===== config.mk =====
export PLATFORM = sky130hd
export DESIGN_NAME = life_step_engine
export DESIGN_NICKNAME = d
export VERILOG_FILES = /design/src/rtl/life_step_engine.sv
export SDC_FILE = /design/constraint.sdc
export NUM_CORES = 1
export LEC_CHECK = 0
export ABC_CLOCK_PERIOD_IN_PS = 11400
export BUFFER_PORTS_ARGS = -buffer_cell sky130_fd_sc_hd__buf_4
export CAP_MARGIN = 20
export CORE_ASPECT_RATIO = 1.25
export CORE_MARGIN = 5
export CORE_UTILIZATION = 42
export DETAILED_ROUTE_END_ITERATION = 10
export SYNTH_ARGS = -nofsm -noshare
export SYNTH_HDL_FRONTEND = slang
export SYNTH_SLANG_ARGS = --single-unit

===== constraint.sdc =====
create_clock -name clk -period 11.4 [get_ports clk]
set_input_delay 1.14 -clock clk [delete_from_list [all_inputs] [get_ports clk]]
set_output_delay 1.14 -clock clk [all_outputs]
set_load 0.05 [all_outputs]

===== src/rtl/life_step_engine.sv =====
// life_step_engine: double-banked Game-of-Life stepper with a configurable
// birth/survive rule. One cell is evaluated per clock, and the banks swap on commit.
// Optional feature: define TORUS_WRAP_EN to make neighbour coordinates wrap
// around the map edges. Without it, off-map neighbours count as dead.
module life_step_engine #(
  parameter int MAP_WIDTH  = 8,
  parameter int MAP_HEIGHT = 8,
  parameter int ADDR_W     = 8,
  parameter int GEN_W      = 16
) (
  input  logic              clk,
  input  logic              rst,
  input  logic              step_req,
  input  logic              clear_req,
  input  logic              write_en,
  input  logic [ADDR_W-1:0] wAddrR,
  input  logic [ADDR_W-1:0] wAddrC,
  input  logic              write_data,
  input  logic [ADDR_W-1:0] rAddrR,
  input  logic [ADDR_W-1:0] rAddrC,
  output logic              read_data,
  input  logic [8:0]        birth_mask,
  input  logic [8:0]        survive_mask,
  output logic              busy,
  output logic              step_done,
  output logic [GEN_W-1:0]  gen_count,
  output logic [12:0]       population
);

  localparam int CELLS = MAP_WIDTH * MAP_HEIGHT;
  localparam int IW    = (CELLS > 1) ? $clog2(CELLS) : 1;

  localparam logic [ADDR_W-1:0] ROW_LIM  = ADDR_W'(MAP_HEIGHT);
  localparam logic [ADDR_W-1:0] COL_LIM  = ADDR_W'(MAP_WIDTH);
  localparam logic [ADDR_W-1:0] COL_LAST = ADDR_W'(MAP_WIDTH - 1);
  localparam logic [IW-1:0]     IDX_LAST = IW'(CELLS - 1);

  typedef enum logic [1:0] {IDLE, SWEEP, COMMIT, CLEAR} state_t;

  state_t state, state_nx;

  // Cell banks are flat row-major vectors: cell (r,c) lives at bit r*MAP_WIDTH+c.
  logic [CELLS-1:0] bank0, bank1;
  logic             sel;
  logic [CELLS-1:0] cur_map, nxt_map;

  logic [ADDR_W-1:0] row, col;
  logic [IW-1:0]     sweep_idx;
  logic [12:0]       acc;

  logic [3:0]        nbr;
  logic              cur_cell, next_cell;
  int                nb_r, nb_c;
  logic              nb_in;

  logic              wr_hit, wr_old;
  logic [IW-1:0]     wr_idx;
  logic              rd_in;
  logic [IW-1:0]     rd_idx;
  logic [CELLS-1:0]  rd_src;

  assign cur_map = sel ? bank1 : bank0;
  assign nxt_map = sel ? bank0 : bank1;
  assign busy    = (state != IDLE);

  assign wr_hit = (state == IDLE) && write_en && (wAddrR < ROW_LIM) && (wAddrC < COL_LIM);
  assign wr_idx = IW'(int'(wAddrR) * MAP_WIDTH + int'(wAddrC));
  assign wr_old = cur_map[wr_idx];

  assign rd_in  = (rAddrR < ROW_LIM) && (rAddrC < COL_LIM);
  assign rd_idx = IW'(int'(rAddrR) * MAP_WIDTH + int'(rAddrC));
  // During COMMIT the freshly computed bank is read so the new generation is
  // visible in the cycle right after COMMIT, when the bank select has flipped.
  assign rd_src = (state == COMMIT) ? nxt_map : cur_map;

  // Count live neighbours of the cell under the sweep pointer, from the cur bank.
  always_comb begin
    // NOTE: every variable gets a default first so no path leaves it unassigned
    // and no latch is inferred.
    nbr   = '0;
    nb_r  = 0;
    nb_c  = 0;
    nb_in = 1'b0;
    for (int dr = -1; dr <= 1; dr++) begin
      for (int dc = -1; dc <= 1; dc++) begin
        nb_r = int'(row) + dr;
        nb_c = int'(col) + dc;
`ifdef TORUS_WRAP_EN
        if (nb_r < 0) nb_r = nb_r + MAP_HEIGHT;
        else if (nb_r >= MAP_HEIGHT) nb_r = nb_r - MAP_HEIGHT;
        if (nb_c < 0) nb_c = nb_c + MAP_WIDTH;
        else if (nb_c >= MAP_WIDTH) nb_c = nb_c - MAP_WIDTH;
        nb_in = 1'b1;
`else
        nb_in = (nb_r >= 0) && (nb_r < MAP_HEIGHT) && (nb_c >= 0) && (nb_c < MAP_WIDTH);
`endif
        if (!(dr == 0 && dc == 0) && nb_in)
          nbr = nbr + {3'b000, cur_map[IW'(nb_r * MAP_WIDTH + nb_c)]};
      end
    end
  end

  assign cur_cell  = cur_map[sweep_idx];
  assign next_cell = cur_cell ? survive_mask[nbr] : birth_mask[nbr];

  // State register.
  always_ff @(posedge clk or negedge rst) begin
    if (!rst) state <= IDLE;
    else      state <= state_nx;
  end

  // Next-state logic: a clear request wins over a step request; both are
  // ignored outside IDLE.
  always_comb begin
    state_nx = state;
    unique case (state)
      IDLE:    if (clear_req) state_nx = CLEAR;
               else if (step_req) state_nx = SWEEP;
      SWEEP:   if (sweep_idx == IDX_LAST) state_nx = COMMIT;
      COMMIT:  state_nx = IDLE;
      CLEAR:   state_nx = IDLE;
      default: state_nx = IDLE;
    endcase
  end

  // Banks, sweep pointer, counters and the registered read port.
  always_ff @(posedge clk or negedge rst) begin
    if (!rst) begin
      // NOTE: the banks are plain flops rather than RAM, so they can be
      // reset here alongside the control state.
      bank0      <= '0;
      bank1      <= '0;
      sel        <= 1'b0;
      row        <= '0;
      col        <= '0;
      sweep_idx  <= '0;
      acc        <= '0;
      gen_count  <= '0;
      population <= '0;
      step_done  <= 1'b0;
      read_data  <= 1'b0;
    end else begin
      // NOTE: non-blocking assignments keep every flop sampling pre-edge values.
      step_done <= (state == COMMIT);
      read_data <= rd_in && (state != CLEAR) && rd_src[rd_idx];

      unique case (state)
        IDLE: begin
          row       <= '0;
          col       <= '0;
          sweep_idx <= '0;
          acc       <= '0;
          // The edit lands on the same edge that samples step_req, so a
          // sweep that starts next cycle already sees the edited cell.
          if (wr_hit) begin
            if (sel) bank1[wr_idx] <= write_data;
            else     bank0[wr_idx] <= write_data;
            if (wr_old != write_data)
              population <= write_data ? population + 13'd1 : population - 13'd1;
          end
        end
        SWEEP: begin
          if (sel) bank0[sweep_idx] <= next_cell;
          else     bank1[sweep_idx] <= next_cell;
          acc       <= acc + {12'd0, next_cell};
          sweep_idx <= sweep_idx + IW'(1);
          if (col == COL_LAST) begin
            col <= '0;
            row <= row + ADDR_W'(1);
          end else begin
            col <= col + ADDR_W'(1);
          end
        end
        COMMIT: begin
          sel        <= ~sel;
          population <= acc;
          gen_count  <= gen_count + GEN_W'(1);
        end
        CLEAR: begin
          if (sel) bank1 <= '0;
          else     bank0 <= '0;
          gen_count  <= '0;
          population <= '0;
        end
        default: ;
      endcase
    end
  end

endmodule


==> impl_metrics.json <==
{
  "io_pins": 88,
  "startpoint_type": "flop",
  "crit_path_end_kind": "flop",
  "period_share": 0.944,
  "rsz0062_at_grt": "no",
  "h-tree-depth": 4,
  "antenna_found_initial": 1,
  "hp-class": "reg2reg",
  "register_area_mm2": 0.00494,
  "dieArea_mm2": 0.0493,
  "yosysSeqAreaShare": 0.261,
  "cts_tree": "built",
  "firstDrtPassIters": 8,
  "ctsHoldBuffers": 0,
  "synth_top_area_frac": 0.261,
  "slowest_stage": "dfrtp_4",
  "place_ws_ns": 0.745,
  "cts.sinks": 197,
  "cts_resized": 0,
  "start_util": 0.426,
  "drt_iter0_markers": 2353,
  "drcViolationCount": 0,
  "synth_edf_count": 0,
  "dr_wl_met3_um": 7450,
  "grt_max_degree": 129,
  "yosysWarnings": 0,
  "routedWlPerCell_um": 28.1,
  "synth.distinct_cells": 89,
  "crit_fanout": 60,
  "hold_violations": 0,
  "synth_area_leaders": "dfrtp_1, mux4_2, a21oi_1",
  "grt_pass1_wl_um": 115000,
  "grt.overflow.total": 0,
  "tns_ns": 0,
  "slew_headroom": 0.167,
  "drive_gt1_frac": 0.195,
  "dieHeight_um": 247,
  "status": "completed",
  "gp_congestion": 1.04,
  "rows": 86,
  "tightest_slew_ns": 1.25,
  "cp_slowest_stage_delay_ns": 1.04,
  "core_area_mm2": 0.0442,
  "synth_fp_nets": 2282,
  "skew_ns": 0.0186,
  "die_x_um": 200,
  "synth_top_area_cell": "dfrtp_1",
  "wl_met1_um": 28200,
  "worstPathArrival_ns": 11.18,
  "synth.avg_cell_area_um2": 8.68,
  "grt.total_usage": 0.305,
  "detailed_place.area_mm2": 0.0199,
  "antennaDiodeCount": 0,
  "vias_per_cell": 6.99,
  "ys_seq_elements": 197,
  "grt_pass1_vias": 18400,
  "io_buffers": 87,
  "synthCells": 2173,
  "nets": 2253,
  "setup_viol": 0,
  "final_util": 0.463,
  "slew_viol_final": 0,
  "fmax_mhz": 92.9,
  "crit_path_frequent_cell": "ha_1",
  "hpwl_um": 51800,
  "max_cap_viol_count": 0,
  "setup_ws_ns": 0.634,
  "clkTransAtPathRegs_ns": 0.09,
  "wl_met2_um": 35300,
  "synth_commonest_cells": "a21oi_1, nor2_1, dfrtp_1, nor3_1, nand2_1",
  "multi_input_area_mm2": 0.0130,
  "insertion_delay_ns": 0.49,
  "yosysMostFrequentCell": "a21oi_1",
  "numCtsBuffers": 17,
  "cts_buffer_depth": 2,
  "fin_crit_ns": 10.77,
  "yosys_most_used_dff": "dfrtp_1",
  "ant_nets": 0,
  "required_ns": 11.82,
  "cts_root_buf": "clkbuf_16",
  "final_area_mm2": 0.0205,
  "postCtsSetupRepairBufs": 0,
  "area_growth_pct": 8.67,
  "wl_um": 76700,
  "highest_layer": "met5",
  "via_count": 19100,
  "synth_area_mm2": 0.0189,
  "fillerInstances": 4211,
  "crit_type": "reg2reg",
  "async_flop_share": 1.00
}
area by class of cell:
| class | instances | area share |
|---|---|---|
| clock inverter | 15 | 0.00788 |
| tap | 572 | 0.0349 |
| multi-input combinational | 1736 | 0.633 |
| timing repair buffer | 140 | 0.0530 |
| inverter | 52 | 0.00953 |
| clock buffer | 17 | 0.0208 |
| sequential | 197 | 0.241 |
layer usage:
metal	track usage	vias to the layer above
li1	-	8231
met1	0.379	9328
met2	0.484	1188
met3	0.0638	326
met4	0.187	2
met5	0	-
worst max-delay path, delay by kind of cell (launching register included):
kind / cells / cell delay (ns)
DFF: 1 / 1.04
adders and majority gates: 10 / 2.92
AOI/OAI and AO/OA: 12 / 2.99
and+or+nand+nor: 10 / 1.74
buffers and inverters: 2 / 0.46
muxes: 4 / 1.48
layout by cell type (no fill, tap or decap), types with 59 or more instances in the layout:
cell type  instances
nand2_1          145
nor2_1           236
dfrtp_1          194
a311oi_1          89
a21oi_1          369
mux2_2            60
buf_4            136
mux2i_1           59
nor3_1           149
mux4_2           100
kinds of logic after synthesis:
family / after synthesis / synth area share
buffers and inverters: 240 / 0.0581
AO/OA/AOI/OAI: 697 / 0.248
AND/OR/NAND/NOR: 696 / 0.171
XOR/XNOR: 70 / 0.0350
adder cells (fa/ha/maj): 53 / 0.0396
flip-flops: 197 / 0.261
multiplexers: 220 / 0.187
final timing paths:
path                          startpoint       endpoint  slack, ns  depth (start not counted)
max reg2reg                          sel        acc[12]       0.63                         38
min reg2reg                gen_count[15]  gen_count[15]       0.55                          2
min                        gen_count[15]  gen_count[15]       0.55                          2
max                                  sel        acc[12]       0.63                         38
min in group asynchronous            rst  population[2]       0.69                          1
max in group asynchronous            rst      async pin       8.71                          3
metrics by stage:
step / hold slack [ns] / instances
after floorplan: 0.465 / 2173
after global placement: 0.521 / 2694
after detailed placement: 0.529 / 2694
after CTS: 0.553 / 2726
after global routing: 0.575 / 2729
final: 0.547 / 2729
Power is left out: the tool's default activity adds up to more than one toggle a clock period on the data nets, which glitch-free logic cannot reach.
